### config.mk
export PLATFORM = sky130hd
export DESIGN_NAME = g_4sipo
export DESIGN_NICKNAME = d
export VERILOG_FILES = /design/src/rtl/g_macro_pkg.sv /design/src/rtl/g_4nor.sv /design/src/rtl/g_4sipo.sv
export SDC_FILE = /design/constraint.sdc
export NUM_CORES = 1
export LEC_CHECK = 0
export CORE_MARGIN = 4
export CORE_UTILIZATION = 44
export CTS_CLUSTER_SIZE = 8
export DETAILED_ROUTE_END_ITERATION = 12
export GPL_TIMING_DRIVEN = 0
export HOLD_SLACK_MARGIN = 0.02
export PLACE_DENSITY = 0.71
export SKIP_CTS_REPAIR_TIMING = 1
export SLEW_MARGIN = 5
export SYNTH_ARGS = -nofsm -noshare
export SYNTH_HDL_FRONTEND = slang
export SYNTH_SLANG_ARGS = --single-unit
### constraint.sdc
create_clock -name CLK -period 2 [get_ports CLK]
set_clock_uncertainty 0.2 [all_clocks]
set_input_delay 0.5 -clock CLK [delete_from_list [all_inputs] [get_ports CLK]]
set_output_delay 0.5 -clock CLK [all_outputs]
set_load 0.1 [all_outputs]
### src/rtl/g_macro_pkg.sv
// Shared types and sizes for the g_4sipo serial-to-parallel converter.
// G_4SIPO_PARITY_EN adds a fifth, odd-parity bit to every frame.
package g_macro_pkg;

    localparam int WORD_W = 4;
`ifdef G_4SIPO_PARITY_EN
    localparam int N_BITS = 5;
`else
    localparam int N_BITS = 4;
`endif
    localparam int CNT_W = 3;

    typedef enum logic {
        IDLE  = 1'b0,
        SHIFT = 1'b1
    } state_t;

    // Indices at or beyond WORD_W (the parity slot) leave the word untouched.
    function automatic logic [WORD_W-1:0] place_bit(
        input logic [WORD_W-1:0] word,
        input logic [CNT_W-1:0]  idx,
        input logic              b,
        input logic              msb_first
    );
        logic [WORD_W-1:0] r;
        int                target;
        r      = word;
        target = msb_first ? (WORD_W - 1 - int'(idx)) : int'(idx);
        for (int i = 0; i < WORD_W; i++) begin
            if (i == target) r[i] = b;
        end
        return r;
    endfunction

endpackage

### src/rtl/g_4nor.sv
// 4-input NOR: high only when every input bit is zero.
module g_4nor (
    input  logic [3:0] a,
    output logic       zn
);

    assign zn = ~|a;

endmodule

### src/rtl/g_4sipo.sv
// Framed 4-bit serial-in/parallel-out register with zero detect.
// Define G_4SIPO_PARITY_EN to take an odd-parity fifth bit and drive PERR.
//
// state | meaning
// IDLE  | no frame in progress, waiting for SYNC
// SHIFT | collecting bits of a frame, CNT = next bit index
module g_4sipo
    import g_macro_pkg::*;
#(
    parameter bit MSB_FIRST = 1'b1
) (
    input  logic              CLK,
    input  logic              RST,
    input  logic              CE,
    input  logic              SYNC,
    input  logic              SI,
    output logic [WORD_W-1:0] Q,
    output logic              VALID,
    output logic              ZN,
    output logic              PERR
);

    state_t            state;
    logic [CNT_W-1:0]  cnt;
    logic [WORD_W-1:0] sr;
    logic [WORD_W-1:0] sr_load;
    logic              zn_load;
    logic              last;
    logic              restart;

    // SYNC on the final bit still completes the frame rather than restarting it.
    assign last    = (state == SHIFT) && (cnt == CNT_W'(N_BITS - 1));
    assign restart = SYNC && !last;
    assign sr_load = place_bit(restart ? '0 : sr, restart ? '0 : cnt, SI, MSB_FIRST);

    g_4nor u_nor (
        .a  (sr_load),
        .zn (zn_load)
    );

    always_ff @(posedge CLK) begin
        if (RST) begin
            state <= IDLE;
            cnt   <= '0;
            sr    <= '0;
            Q     <= '0;
            VALID <= 1'b0;
            ZN    <= 1'b1;
        end else begin
            VALID <= 1'b0;
            if (CE) begin
                case (state)
                    IDLE: begin
                        if (SYNC) begin
                            sr    <= sr_load;
                            cnt   <= CNT_W'(1);
                            state <= SHIFT;
                        end
                    end
                    SHIFT: begin
                        if (last) begin
                            Q     <= sr_load;
                            ZN    <= zn_load;
                            VALID <= 1'b1;
                            sr    <= '0;
                            cnt   <= '0;
                            state <= IDLE;
                        end else begin
                            sr  <= sr_load;
                            cnt <= restart ? CNT_W'(1) : cnt + CNT_W'(1);
                        end
                    end
                    default: state <= IDLE;
                endcase
            end
        end
    end

`ifdef G_4SIPO_PARITY_EN
    logic par;

    // Running XOR of the frame; odd parity means the full 5-bit XOR must be 1.
    always_ff @(posedge CLK) begin
        if (RST) begin
            par  <= 1'b0;
            PERR <= 1'b0;
        end else begin
            PERR <= 1'b0;
            if (CE) begin
                if (last) begin
                    PERR <= ~(par ^ SI);
                    par  <= 1'b0;
                end else if (state == SHIFT || SYNC) begin
                    par <= restart ? SI : (par ^ SI);
                end
            end
        end
    end
`else
    assign PERR = 1'b0;
`endif

endmodule
==> impl_metrics.ini <==
[global_route]
antenna_found_initial = 0
track_usage = 0.1524
grt_first_pass_wirelength_mm = 2.359
first_global_vias = 551
overflow = 0
grt_max_degree = 11

[setup_path]
worstSetupStartpointType = flop
crit_type = flop to flop
crit_path_frequent_cell = ha_1
r2r_end = sr[1]
r2r_slack_ns = 0.11
critical_path.max_fanout = 8
slowest_delay_ns = 0.41
crit_slowest_cell = dfxtp_2
crit_family = flip-flops
worstPathRequired_ns = 2.00
crit_chain = ha_1, ha_1, clkbuf_4, a21boi_4, buf_12, or3_1, a21oi_1
ff2ff_path_depth = 7
crit-reg2reg-launch = cnt[0]
crit_arrival_ns = 1.89
worst-path-buf-inv = 2
endpoint_kind = flop

[cts]
path_clk_slew_ns = 0.08
cts_buffer_depth = 2
numCtsBuffers = 3
tritoncts = built
htree_num_levels = 1
cts_root_buf = clkbuf_4
cts_sinks = 14
clk_latency_ns = 0.28

[placement]
port_buffers = 9
pre_cts_ws_ns = -0.1561
gp_congestion = 0.7545
dp_hpwl_mm = 1.038

[die]
die_h_um = 47.48
rows = 13
ios = 12
coreArea_um2 = 1383
die-area_um2 = 2254
fp.dieW_um = 47.48
start_util = 0.4959

[sta]
final-setup-viol-count = 0
relSlewSlack = 0.5157
holdWs_ns = 0.2541
clock.fmax_mhz = 530.4
fin_ws_ns = 0.1147
min_period_ns = 1.885
drv_slew = 0
finalCritPeriodShare = 0.9426
final_hold_viol_count = 0
worst_pin_slew_ns = 0.7189

[finish]
area_growth_pct = 20.26
multi_input_area_um2 = 376.6
nFillCells = 143
ff_latch_area_um2 = 282.8
final_nets = 104
n_antenna_cell = 0
final_layout_size_suffix_gt1_frac = 0.2105

[power_and_ir_drop]
p_leak_nw = 0.3321
p_per_area_nw_per_um2 = 619.1
ir_drop_mv = 0.4043

[detailed_routing]
wl_per_cell_um = 13.49
drt-total-wl_mm = 1.484
drtIter0Drc = 15
drc = 0
vias_per_cell = 5.636
first_pass_iters = 5
num_vias = 620
ant_nets = 0

[synth]
syn_nets = 89
netlist_area_um2 = 685.7
synth-seq-cells = 14
netlist_instances = 82
yosysUniqueCellTypes = 28
synth_area_per_cell_um2 = 8.362
yosys_warnings = 0
synth_seq_area_share = 0.4088

[job]
drv_cap = 0

[hold_path]
hp-start = sr[2]
holdPathStages = 2
hold-path-endpoint = sr[2]
hp-class = flop to flop

[status]
status = complete, no violations
[cells in the mapped netlist]
| library cell | n | share of area |
|---|---|---|
| dfxtp_1 | 14 | 0.41 |
| a21oi_1 | 12 | 0.088 |
| nand2_1 | 9 | 0.049 |
| or3_1 | 6 | 0.055 |
| nor2_1 | 5 | 0.027 |
| inv_1 | 4 | 0.022 |
| buf_2 | 3 | 0.022 |
| mux2i_1 | 3 | 0.044 |
| nor3_1 | 3 | 0.022 |
| o21ai_0 | 3 | 0.022 |
| ha_1 | 2 | 0.036 |
| nor3b_2 | 2 | 0.036 |
| a211oi_1 | 1 | 0.011 |
| a21boi_2 | 1 | 0.016 |
| a22oi_1 | 1 | 0.011 |
| and3_1 | 1 | 0.0091 |
| buf_4 | 1 | 0.011 |
| clkbuf_1 | 1 | 0.0055 |
| conb_1 | 1 | 0.0055 |
| nand3_1 | 1 | 0.0073 |
| nand3b_1 | 1 | 0.011 |
| nor4_1 | 1 | 0.0091 |
| o2111ai_1 | 1 | 0.013 |
| o211a_1 | 1 | 0.015 |
| o21a_1 | 1 | 0.011 |
| o22ai_1 | 1 | 0.0091 |
| o311ai_0 | 1 | 0.013 |
| o31ai_1 | 1 | 0.011 |
[stage by stage]
stage               power, mW    TNS, ns  area [um2]  std cells  utilization
floorplan              0.3342          0       685.7         82            -
global placement       0.3512     -1.501       794.5        106       0.5747
detailed placement     0.3526     -1.667       794.5        106       0.5747
CTS                    0.5109     -3.064       817.0        109       0.5910
global route           0.5387  -0.001185       824.5        110       0.5964
finish                 0.5105          0       824.5        110       0.5964
[logic make-up (layout without fill, tap and decap cells)]
logic type,after synthesis,count (layout),share of synthesized area
AO/OA/AOI/OAI,24,24,0.2190
adder cells (fa/ha/maj),2,2,0.03649
buffers and inverters,9,22,0.06020
flip-flops,14,14,0.4088
multiplexers,3,3,0.04380
other,1,1,0.005469
AND/OR/NAND/NOR,29,29,0.2263
[cell usage in the layout, fill, tap and decap left out, drive strengths merged]
| cell type | Yosys | routed |
|---|---|---|
| o311ai | 1 | 1 |
| or3 | 6 | 6 |
| inv | 4 | 4 |
| o22ai | 1 | 1 |
| and3 | 1 | 1 |
| o211a | 1 | 1 |
| o31ai | 1 | 1 |
| nand3b | 1 | 1 |
| a21oi | 12 | 12 |
| o21ai | 3 | 3 |
| nor2 | 5 | 5 |
| a21boi | 1 | 1 |
| nand3 | 1 | 1 |
| dfxtp | 14 | 14 |
| conb | 1 | 1 |
| a22oi | 1 | 1 |
| ha | 2 | 2 |
| buf | 4 | 4 |
| o2111ai | 1 | 1 |
| nor4 | 1 | 1 |
| a211oi | 1 | 1 |
| clkbuf | 1 | 11 |
| nor3 | 3 | 3 |
| mux2i | 3 | 3 |
| nor3b | 2 | 2 |
| nand2 | 9 | 9 |
| clkdlybuf4s50 | 0 | 3 |
| o21a | 1 | 1 |
[state kept, by name (all words and copies together), names as in the netlist]
signal  flops
Q           4
state       1
ZN          1
sr          4
VALID       1
cnt         3
[worst min-delay path, delay by kind of cell, from the launching register on]
family | cells | cell delay, ns
and+or+nand+nor | 1 | 0.05
AOI/OAI and AO/OA | 1 | 0.05
DFF | 1 | 0.31
[final cells by class]
cell class / instances / area share
multi-input combinational: 59 / 0.4568
sequential: 14 / 0.3429
timing repair buffer: 10 / 0.09712
buffer: 5 / 0.03490
tap: 15 / 0.02276
inverter: 4 / 0.01821
clock buffer: 3 / 0.02731
[worst max-delay path by stage]
stage	from	endpoint	slack, ns	depth (start not counted)
floorplan	cnt[0]	ZN	0.19	6
global placement	Q[0]	Q[0]	-0.14	1
detailed placement	CE	Q[1]	-0.16	4
CTS	Q[0]	Q[0]	-0.47	1
global route	cnt[0]	sr[1]	-0.001	7
finish	cnt[0]	sr[1]	0.11	7
[report_power, final]
part	switching [mW]	internal, mW
Combinational	0.0403	0.0256
Clock	0.0866	0.0698
Sequential	0.00464	0.284
[per-layer routing]
layer | wire, um | global-route usage | part of all wire | up-vias
li1 | - | - | - | 318
met1 | 717 | 0.1963 | 0.48 | 289
met2 | 662 | 0.2193 | 0.45 | 11
met3 | 88 | 0.06767 | 0.059 | 2
met4 | 16 | 0.06630 | 0.011 | 0
met5 | 0 | 0 | 0 | -
Note: power is estimated with default switching activity, not from simulation.
